**src/rtl/result_history_display.sv**
```systemverilog
// ---------------------------------------------------------------------------
// result_history_display
//
// Captures the 4-bit execute-stage result on each debounced rising edge of a
// push-button into a 4-deep history (newest entry on the rightmost digit) and
// time-multiplexes the four stored values onto a common-anode 4-digit
// seven-segment display as hex digits.
//
// Parameters:
//   REFRESH_DIV  clock cycles each digit stays lit (>= 2)
//
// Ports:
//   clk      in   system clock
//   rst_n    in   asynchronous active-low reset
//   rd_in    in   [3:0] result to record, sampled only on the capture edge
//   capture  in   asynchronous push-button level, rising edge records rd_in
//   clear    in   synchronous active-high history clear
//   seg      out  [6:0] segments {a,b,c,d,e,f,g}, active-low
//   an       out  [3:0] digit anodes, active-low one-hot, an[0] rightmost
//   count    out  [2:0] number of valid history entries (0..4)
//
// Optional feature (macro BLANK_EMPTY_EN):
//   defined   -> digits without a valid entry are dark (seg = 7'b1111111)
//   undefined -> empty digits show "0"
// ---------------------------------------------------------------------------
module result_history_display #(
    parameter int REFRESH_DIV = 100000
) (
    input  logic       clk,
    input  logic       rst_n,
    input  logic [3:0] rd_in,
    input  logic       capture,
    input  logic       clear,
    output logic [6:0] seg,
    output logic [3:0] an,
    output logic [2:0] count
);

    localparam int DIV_W = $clog2(REFRESH_DIV);
    localparam logic [DIV_W-1:0] DIV_LAST = DIV_W'(REFRESH_DIV - 1);

    // Capture synchronizer and edge detect
    logic s1, s2, prev;
    logic cap_pulse;

    // History: h[0] newest, h[3] oldest
    logic [3:0][3:0] h;
    logic [2:0]      cnt;
`ifdef BLANK_EMPTY_EN
    logic [3:0]      v;
`endif

    // Scanner
    logic [DIV_W-1:0] div;
    logic [1:0]       dig;

    function automatic logic [6:0] hex7(input logic [3:0] x);
        logic [6:0] s;
        case (x)
            4'h0: s = 7'b0000001;
            4'h1: s = 7'b1001111;
            4'h2: s = 7'b0010010;
            4'h3: s = 7'b0000110;
            4'h4: s = 7'b1001100;
            4'h5: s = 7'b0100100;
            4'h6: s = 7'b0100000;
            4'h7: s = 7'b0001111;
            4'h8: s = 7'b0000000;
            4'h9: s = 7'b0000100;
            4'hA: s = 7'b0001000;
            4'hB: s = 7'b1100000;
            4'hC: s = 7'b1110010;
            4'hD: s = 7'b1000010;
            4'hE: s = 7'b0110000;
            default: s = 7'b0111000;
        endcase
        return s;
    endfunction

    // Synchronizer flops are deliberately untouched by clear.
    always_ff @(posedge clk or negedge rst_n) begin
        if (!rst_n) begin
            s1   <= 1'b0;
            s2   <= 1'b0;
            prev <= 1'b0;
        end else begin
            s1   <= capture;
            s2   <= s1;
            prev <= s2;
        end
    end

    assign cap_pulse = s2 & ~prev;

    // Clear wins over a coincident pulse; that pulse is dropped.
    always_ff @(posedge clk or negedge rst_n) begin
        if (!rst_n) begin
            h   <= '0;
            cnt <= 3'd0;
`ifdef BLANK_EMPTY_EN
            v   <= 4'b0000;
`endif
        end else if (clear) begin
            h   <= '0;
            cnt <= 3'd0;
`ifdef BLANK_EMPTY_EN
            v   <= 4'b0000;
`endif
        end else if (cap_pulse) begin
            h <= {h[2], h[1], h[0], rd_in};
            if (cnt != 3'd4) begin
                cnt <= cnt + 3'd1;
            end
`ifdef BLANK_EMPTY_EN
            v <= {v[2:0], 1'b1};
`endif
        end
    end

    always_ff @(posedge clk or negedge rst_n) begin
        if (!rst_n) begin
            div <= '0;
            dig <= 2'd0;
        end else if (div == DIV_LAST) begin
            div <= '0;
            dig <= dig + 2'd1;
        end else begin
            div <= div + 1'b1;
        end
    end

    assign an    = ~(4'b0001 << dig);
    assign count = cnt;

`ifdef BLANK_EMPTY_EN
    assign seg = v[dig] ? hex7(h[dig]) : 7'b1111111;
`else
    assign seg = hex7(h[dig]);
`endif

endmodule

```
**config.mk**
```make
export PLATFORM = sky130hd
export DESIGN_NAME = result_history_display
export DESIGN_NICKNAME = d
export VERILOG_FILES = /design/src/rtl/result_history_display.sv
export SDC_FILE = /design/constraint.sdc
export NUM_CORES = 1
export LEC_CHECK = 0
export ABC_AREA = 1
export ABC_CLOCK_PERIOD_IN_PS = 2700
export BUFFER_PORTS_ARGS = -buffer_cell sky130_fd_sc_hd__buf_2
export CAP_MARGIN = 20
export CORE_MARGIN = 1
export CORE_UTILIZATION = 35
export DETAILED_ROUTE_END_ITERATION = 10
export GPL_TIMING_DRIVEN = 0
export HOLD_SLACK_MARGIN = 0.02
export SYNTH_ARGS = -nofsm -noshare
export SYNTH_HDL_FRONTEND = slang
export SYNTH_SLANG_ARGS = --single-unit
```
**constraint.sdc**
```tcl
create_clock -name clk -period 2.7 [get_ports clk]
set_input_delay 0.135 -clock clk [delete_from_list [all_inputs] [get_ports clk]]
set_output_delay 0.135 -clock clk [all_outputs]
set_load 0.05 [all_outputs]
```
After elaboration in Yosys (flattened, before gate mapping) --
Memory sizes are Yosys's and may differ from the RTL's. Index checks and enable logic that the tools add are counted.
Operators by class: $add $sub $neg 3, $mul 0, divide/modulo/power cells 0, magnitude comparators 1, eq/ne operators 2, shift-type cells 1, muxes and demuxes 8, bitwise operators 3, reduce and logical (&&, ||, !) cells 3
Operator list (count):
- 2-to-1 mux 16 bit | 2
- adder 17 x 1 -> 17 bit (second input constant) | 1
- == test 17 bit (second input constant) | 1
- 2-to-1 mux 17 bit | 1
- 2-to-1 mux 3 bit | 3
- binary-select mux 4 bit (select 2 bit) | 1
- 2-to-1 mux 4 bit | 1
- inverter 4 bit | 1
- nonzero test 2 bit | 2
- left shift 1 x 2 -> 4 bit (first input constant) | 1
- adder 3 x 1 -> 3 bit (second input constant) | 1
- < comparator 2 x 3 -> 1 bit (second input constant) | 1
- != test 3 bit (second input constant) | 1
- adder 2 x 1 -> 2 bit (second input constant) | 1
- AND reduction 2 bit | 1
- AND 1 bit | 1
- inverter 1 bit | 1
Word-level totals: register bits 41, latch bits 0, bits in writable memories 0, bits in read-only memories 112, input bits 8, word-level logic and storage cells 32, memories 1
Memory list:
- (name not given) | depth 16, width 7, read ports 1, clocked after Yosys merged registers in 0, write ports 0, line 59 | case (x)

Logic depth before layout (Yosys ltp) --
Gate-level depths: netlist of the first run.
depth after elaboration 4, gate-level depth with buffers 10

Worst setup path before layout of the first run --
Ideal clock, no wire load.
kind register to output, from register dig[0], to output port seg[4], arrival 2222 ps, required time 2565 ps, path slack 343 ps, cell stages (with the launch flop) 9, path buffers 0, path through dfrtp_1 -> inv_2 -> nand2_1 -> nand3_1 -> nand2_2 -> ha_1 -> inv_1 -> nand2_1 -> o21ai_0
On the way: word-level cells in the longest chain between the ends 3
RTL lines:
- start: declaration | line 55 | logic [1:0] dig;
- start signal: assignment | line 126 | dig <= dig + 2'd1;
- binary-select mux 4 bit (select 2 bit) | line 138 | assign seg = hex7(h[dig]);
- 2-to-1 mux 4 bit (not written as such) | line 138
- memory read (16 x 7 bit)
- end: declaration | line 34 | output logic [6:0] seg,
No other way between the ends. The select of a mux whose other input is x is not followed.

Final worst setup path of the first run --
from register dig[0], to output port seg[3]
Same word-level chain as after synthesis.

==> results of run 1 <==
==> registers in the layout, indices dropped and copies added (netlist names) <==
name,count
prev,1
div,17
s2,1
s1,1
dig,2
h,16
count,3
==> area by class of cell <==
cell class	instances	area, µm²	share of cell area, %
Buffer	7	43.79	1.524
Clock inverter	3	65.06	2.264
Inverter	42	162.7	5.660
Clock buffer	5	68.82	2.394
Tap cell	96	120.1	4.179
Timing Repair Buffer	23	125.1	4.353
Sequential cell	41	1026	35.70
Multi-Input combinational cell	233	1262	43.93
==> report_power, final <==
group | internal [W] | leakage [nW] | switching, W
clock network | 0.000367 | 0.0681 | 0.000217
registers | 0.000626 | 0.547 | 0.00000939
logic | 0.0000430 | 0.816 | 0.000125
total | 0.00104 | 1.43 | 0.000352
==> path summary, 6_finish.rpt <==
| check | startpoint | to | slack [ps] | cells after the start |
|---|---|---|---|---|
| max in group asynchronous | rst_n | count[1]$_DFFE_PN0P_ | 1600 | 2 |
| min in group asynchronous | rst_n | div[14]$_DFF_PN0_ | 520 | 2 |
| hold reg to reg | s1$_DFF_PN0_ | s2$_DFF_PN0_ | 350 | 0 |
| setup reg to reg | div[0]$_DFF_PN0_ | div[3]$_DFF_PN0_ | 1350 | 8 |
| setup / recovery | dig[0]$_DFFE_PN0N_ | seg[3] | 390 | 10 |
| hold / removal | clear | h[12]$_DFFE_PN0P_ | 70 | 2 |
==> per-stage QoR <==
step | cells | total power (W) | instance area, µm² | hold WS [ps] | worst slack (ps)
after floorplan | 323 | 0.0007658 | 2495 | -160.6 | 343.1
after global placement | 440 | 0.0008132 | 2720 | 244.1 | 695.6
after detailed placement | 440 | 0.0008150 | 2720 | 244.3 | 684.8
after CTS | 450 | 0.001401 | 2874 | 59.08 | 356.2
after global routing | 450 | 0.001453 | 2874 | 66.69 | 162.9
final | 450 | 0.001388 | 2874 | 66.65 | 392.8
==> critical path, cell delays in order, from the launching register on <==
cell and delay (ps):
dfrtp_1 440, inv_2 210, nand2_1 110, nand3_1 80, nand2_1 140, ha_1 330
nand3b_1 150, nand2_1 60, nand2_1 40, nand2_1 50, buf_2 250
==> cells in the final DEF, fill, tap and decap left out, drive strengths merged <==
master,netlist,routed
dfrtp,41,41
xnor2,1,1
nand3b,1,1
nand4,5,5
and2,1,1
a21oi,2,2
nor3,2,2
inv,42,42
nor2,37,37
o21a,1,1
nand3,42,42
o21ai,22,22
o31ai,3,3
ha,13,13
xor2,6,6
clkbuf,2,7
clkinv,0,1
nand2,97,97
bufinv,0,2
buf,5,26
dlygate4sd3,0,2
==> cell families (layout without fill, tap and decap cells) <==
| logic type | Yosys count | after routing | share of synthesized area [%] |
|---|---|---|---|
| simple gates | 185 | 185 | 35.00 |
| buf+inv | 49 | 80 | 8.275 |
| flops | 41 | 41 | 41.12 |
| compound gates | 28 | 28 | 6.620 |
| fa+ha+maj | 13 | 13 | 6.520 |
| xor+xnor | 7 | 7 | 2.457 |
==> layer usage <==
metal	part of all wire [%]	GRT usage (%)	vias up	routed length [µm]
li1	-	-	1081	-
met3	2.8	2.857	6	133
met5	0	0	-	0
met4	1.7	6.061	0	78
met2	41	21.14	25	1925
met1	55	20.06	874	2586
==> flow_summary.toml, run 1 <==
[outcome]
status = "completed"

[timing]
maxSlewHeadroom_pct = 38.04
rsz0062_at_grt = "false"
min_period_over_period_pct = 85.45
period_needed_ps = 2307
setup_tns_ps = 0
slew_viol_final = 0
fmax_ghz = 0.4334
setup_violations = 0
finalHoldViolations = 0
skew_ps = 7.375
worst_pin_slew_ps = 929.4

[yosys]
avgSynthCellArea_um2 = 7.724
synth_commonest_cells = "nand2_1 (87), dfrtp_1 (41), nand3_1 (38), inv_1 (36), nor2_1 (29)"
synth_top_area_share_pct = 41.12
synth_edf_count = 0
ys_types = 31
syn_area_um2 = 2495
synth_flop_cell = "dfrtp_1"
async_flop_share_pct = 100.0
syn_nets = 344
synth_most_common_cell = "nand2_1"
synthTopCellsByArea = "dfrtp_1 (41%), nand2_1 (13%), nand3_1 (7.6%)"
yosysSeqAreaShare_pct = 41.12
yosys.area.top_type = "dfrtp_1"
yosys_warnings = 0
syn_inst = 323
synth_seq_cells = 41

[global_route]
grt_max_degree = 42
grt_overflow_total = 0
grt_pass1_vias = 1839
grt_usage_pct = 14.21
antenna_found_initial = 0
grt_pass1_wl_um = 8390

[route]
wl_per_cell_um = 10.50
dr.pass1.iters = 4
drt_wl_total_um = 4724
via_per_inst = 4.413
ant_nets = 0
drc = 0
dr.first_iter.drc_count = 73
routed-via-count = 1986

[die]
initial_core_util_pct = 36.52
die_x_um = 86.43
rows = 30
die_area_um2 = 7470
die_h_um = 86.43
io-pin-count = 22
core_area_um2 = 6832

[cts]
cts_max_path_buffers = 2
cts_made_buffers = 5
postCtsSetupRepairBufs = 0
clock-sinks = 41
h-tree-depth = 2
hold_buffers = 2
clk_latency_ps = 300
clk_pin_slew_worst_paths_ps = 80
ctsResizeCount = 0
cts_tree = "yes"
root_buffer = "clkbuf_8"

[power]
ir_worst_vdd_mv = 0.2624
cellPowerDensity_nw_per_um2 = 482.9
p_leak_nw = 1.431

[final_layout]
fin_nets = 374
syn_to_final_growth_pct = 15.20
num-fill-cells = 729
postLayoutCoreUtil_pct = 42.07
antennaDiodeCount = 0
drive_gt1_share_pct = 18.08

[worst_hold_path]
min_path_type = "input pin to register"

[worst_setup_path]
worst_setup_path_end_kind = "output pin"
path_class = "register to output pin"
required_ps = 2570
cp_max_fo = 11
crit_arrival_ps = 2170
start_kind = "register"

[placed_design]
numPortBuffers = 21
routabilityCongestion = 0.7862
dp.final_hpwl_um = 3524

[flow_run]
maxCapViolCount = 0
No activity file was read; power rests on OpenSTA's default activity.
==> run 2: changes to the inputs <==
RECOVER_POWER = 25   (was not set)
==> flow_summary.toml, run 2 (synthesis gave the netlist of run 1 again) <==
[outcome]
status = "completed"

[worst_hold_path]
min_path_type = "input pin to register"

[timing]
setup_tns_ps = 0
fmax_ghz = 0.4325
finalHoldViolations = 0
min_period_over_period_pct = 85.63
slew_viol_final = 0
skew_ps = 6.850
maxSlewHeadroom_pct = 31.15
worst_slack_ps = 388.0
setup_violations = 0
period_needed_ps = 2312
worst_pin_slew_ps = 1033
hold_slack_ps = 67.95
rsz0062_at_grt = "false"

[route]
wl_met2_um = 1927
drc = 0
highest_layer = "met4"
via_per_inst = 4.433
wl_per_cell_um = 10.52
wl_met1_um = 2570
dr.first_iter.drc_count = 75
drt_wl_total_um = 4735
wl_met3_um = 158
dr.pass1.iters = 4
ant_nets = 0
routed-via-count = 1995

[final_layout]
final_common_cell = "nand2_1"
num-fill-cells = 733
drive_gt1_share_pct = 16.67
syn_to_final_growth_pct = 14.84
multiInputGateArea_um2 = 1257
stdcell_area_um2 = 2865
largest-register = "div"
mostFrequentLayoutCells = "nand2_1 (87), dfrtp_1 (41), nand3_1 (38), inv_1 (36), nor2_1 (31)"
antennaDiodeCount = 0
fin_nets = 374
seq_area_um2 = 1026
largest_reg_flops = 17

[worst_setup_path]
path_class = "register to output pin"
crit_arrival_ps = 2180
start_kind = "register"
cp_max_fo = 11
required_ps = 2570
r2r_setup_slack_ps = 1310
worst_setup_path_end_kind = "output pin"

[placed_design]
placed_area_um2 = 2720
numPortBuffers = 21
pre_cts_slack_ps = 684.8
routabilityCongestion = 0.7862
dp.final_hpwl_um = 3524

[cts]
cts_made_buffers = 5
hold_buffers = 2
clock-sinks = 41
ctsResizeCount = 0
cts_max_path_buffers = 2
clk_latency_ps = 290
cts_tree = "yes"
h-tree-depth = 2
postCtsSetupRepairBufs = 0
clk_pin_slew_worst_paths_ps = 80
root_buffer = "clkbuf_8"

[die]
initial_core_util_pct = 36.52
die_area_um2 = 7470
core_area_um2 = 6832
die_x_um = 86.43
io-pin-count = 22
rows = 30
die_h_um = 86.43

[power]
cellPowerDensity_nw_per_um2 = 483.6
power.total_w = 0.001386
ir_worst_vdd_mv = 0.2625
p_leak_nw = 1.421

[global_route]
grt_max_degree = 42
grt_usage_pct = 14.21
grt_pass1_vias = 1839
antenna_found_initial = 0
grt_pass1_wl_um = 8390
grt_overflow_total = 0

[flow_run]
maxCapViolCount = 0
[run 2: changes by cell type in the layout (fill, tap and decap cells not counted)]
cell,change
buf_2,-4
clkbuf_1,+3
clkbuf_2,+1
nor2_1,+2
nor2_2,-2
[run 2: critical path, stage by stage (launching register included)]
cell	delay, ps
dfrtp_1	440
inv_2	210
nand2_1	110
nand3_1	80
nand2_1	140
ha_1	330
nand3b_1	150
nand2_1	60
nand2_1	40
nand2_1	50
buf_2	250
[run 2: worst paths after layout]
check,from,end,cells after the start
worst max-delay path,dig[0]$_DFFE_PN0N_,seg[3],10
worst min-delay path,clear,h[12]$_DFFE_PN0P_,2
worst max register to register,div[0]$_DFF_PN0_,div[16]$_DFF_PN0_,6
worst min register to register,s1$_DFF_PN0_,s2$_DFF_PN0_,0
max in group asynchronous,rst_n,count[1]$_DFFE_PN0P_,2
min in group asynchronous,rst_n,div[14]$_DFF_PN0_,2
[run 2: routing by layer]
layer	global-route usage, %	up-vias
met3	2.857	6
met4	6.061	0
met2	21.14	30
met1	20.06	877
li1	-	1082
met5	0	-
[run 2: area by class of cell]
class / count / share of cell area [%]
Buffer: 7 / 1.528
Inverter: 42 / 5.677
Multi-Input combinational cell: 233 / 43.89
Sequential cell: 41 / 35.81
Tap cell: 96 / 4.192
Clock buffer: 5 / 2.402
Timing Repair Buffer: 23 / 4.236
Clock inverter: 3 / 2.271
[run 2: power breakdown]
group          internal (W)  leakage (nW)  switching [W]
sequential         0.000626         0.547     0.00000954
clock              0.000367        0.0681       0.000216
combinational     0.0000412         0.805       0.000125
total               0.00103          1.42       0.000351
[run 2: per-stage QoR]
step | util (%) | cells
final | 41.94 | 450
after global routing | 41.94 | 450
after CTS | 42.07 | 450
after detailed placement | 39.82 | 440
after global placement | 39.82 | 440
after floorplan | - | 323
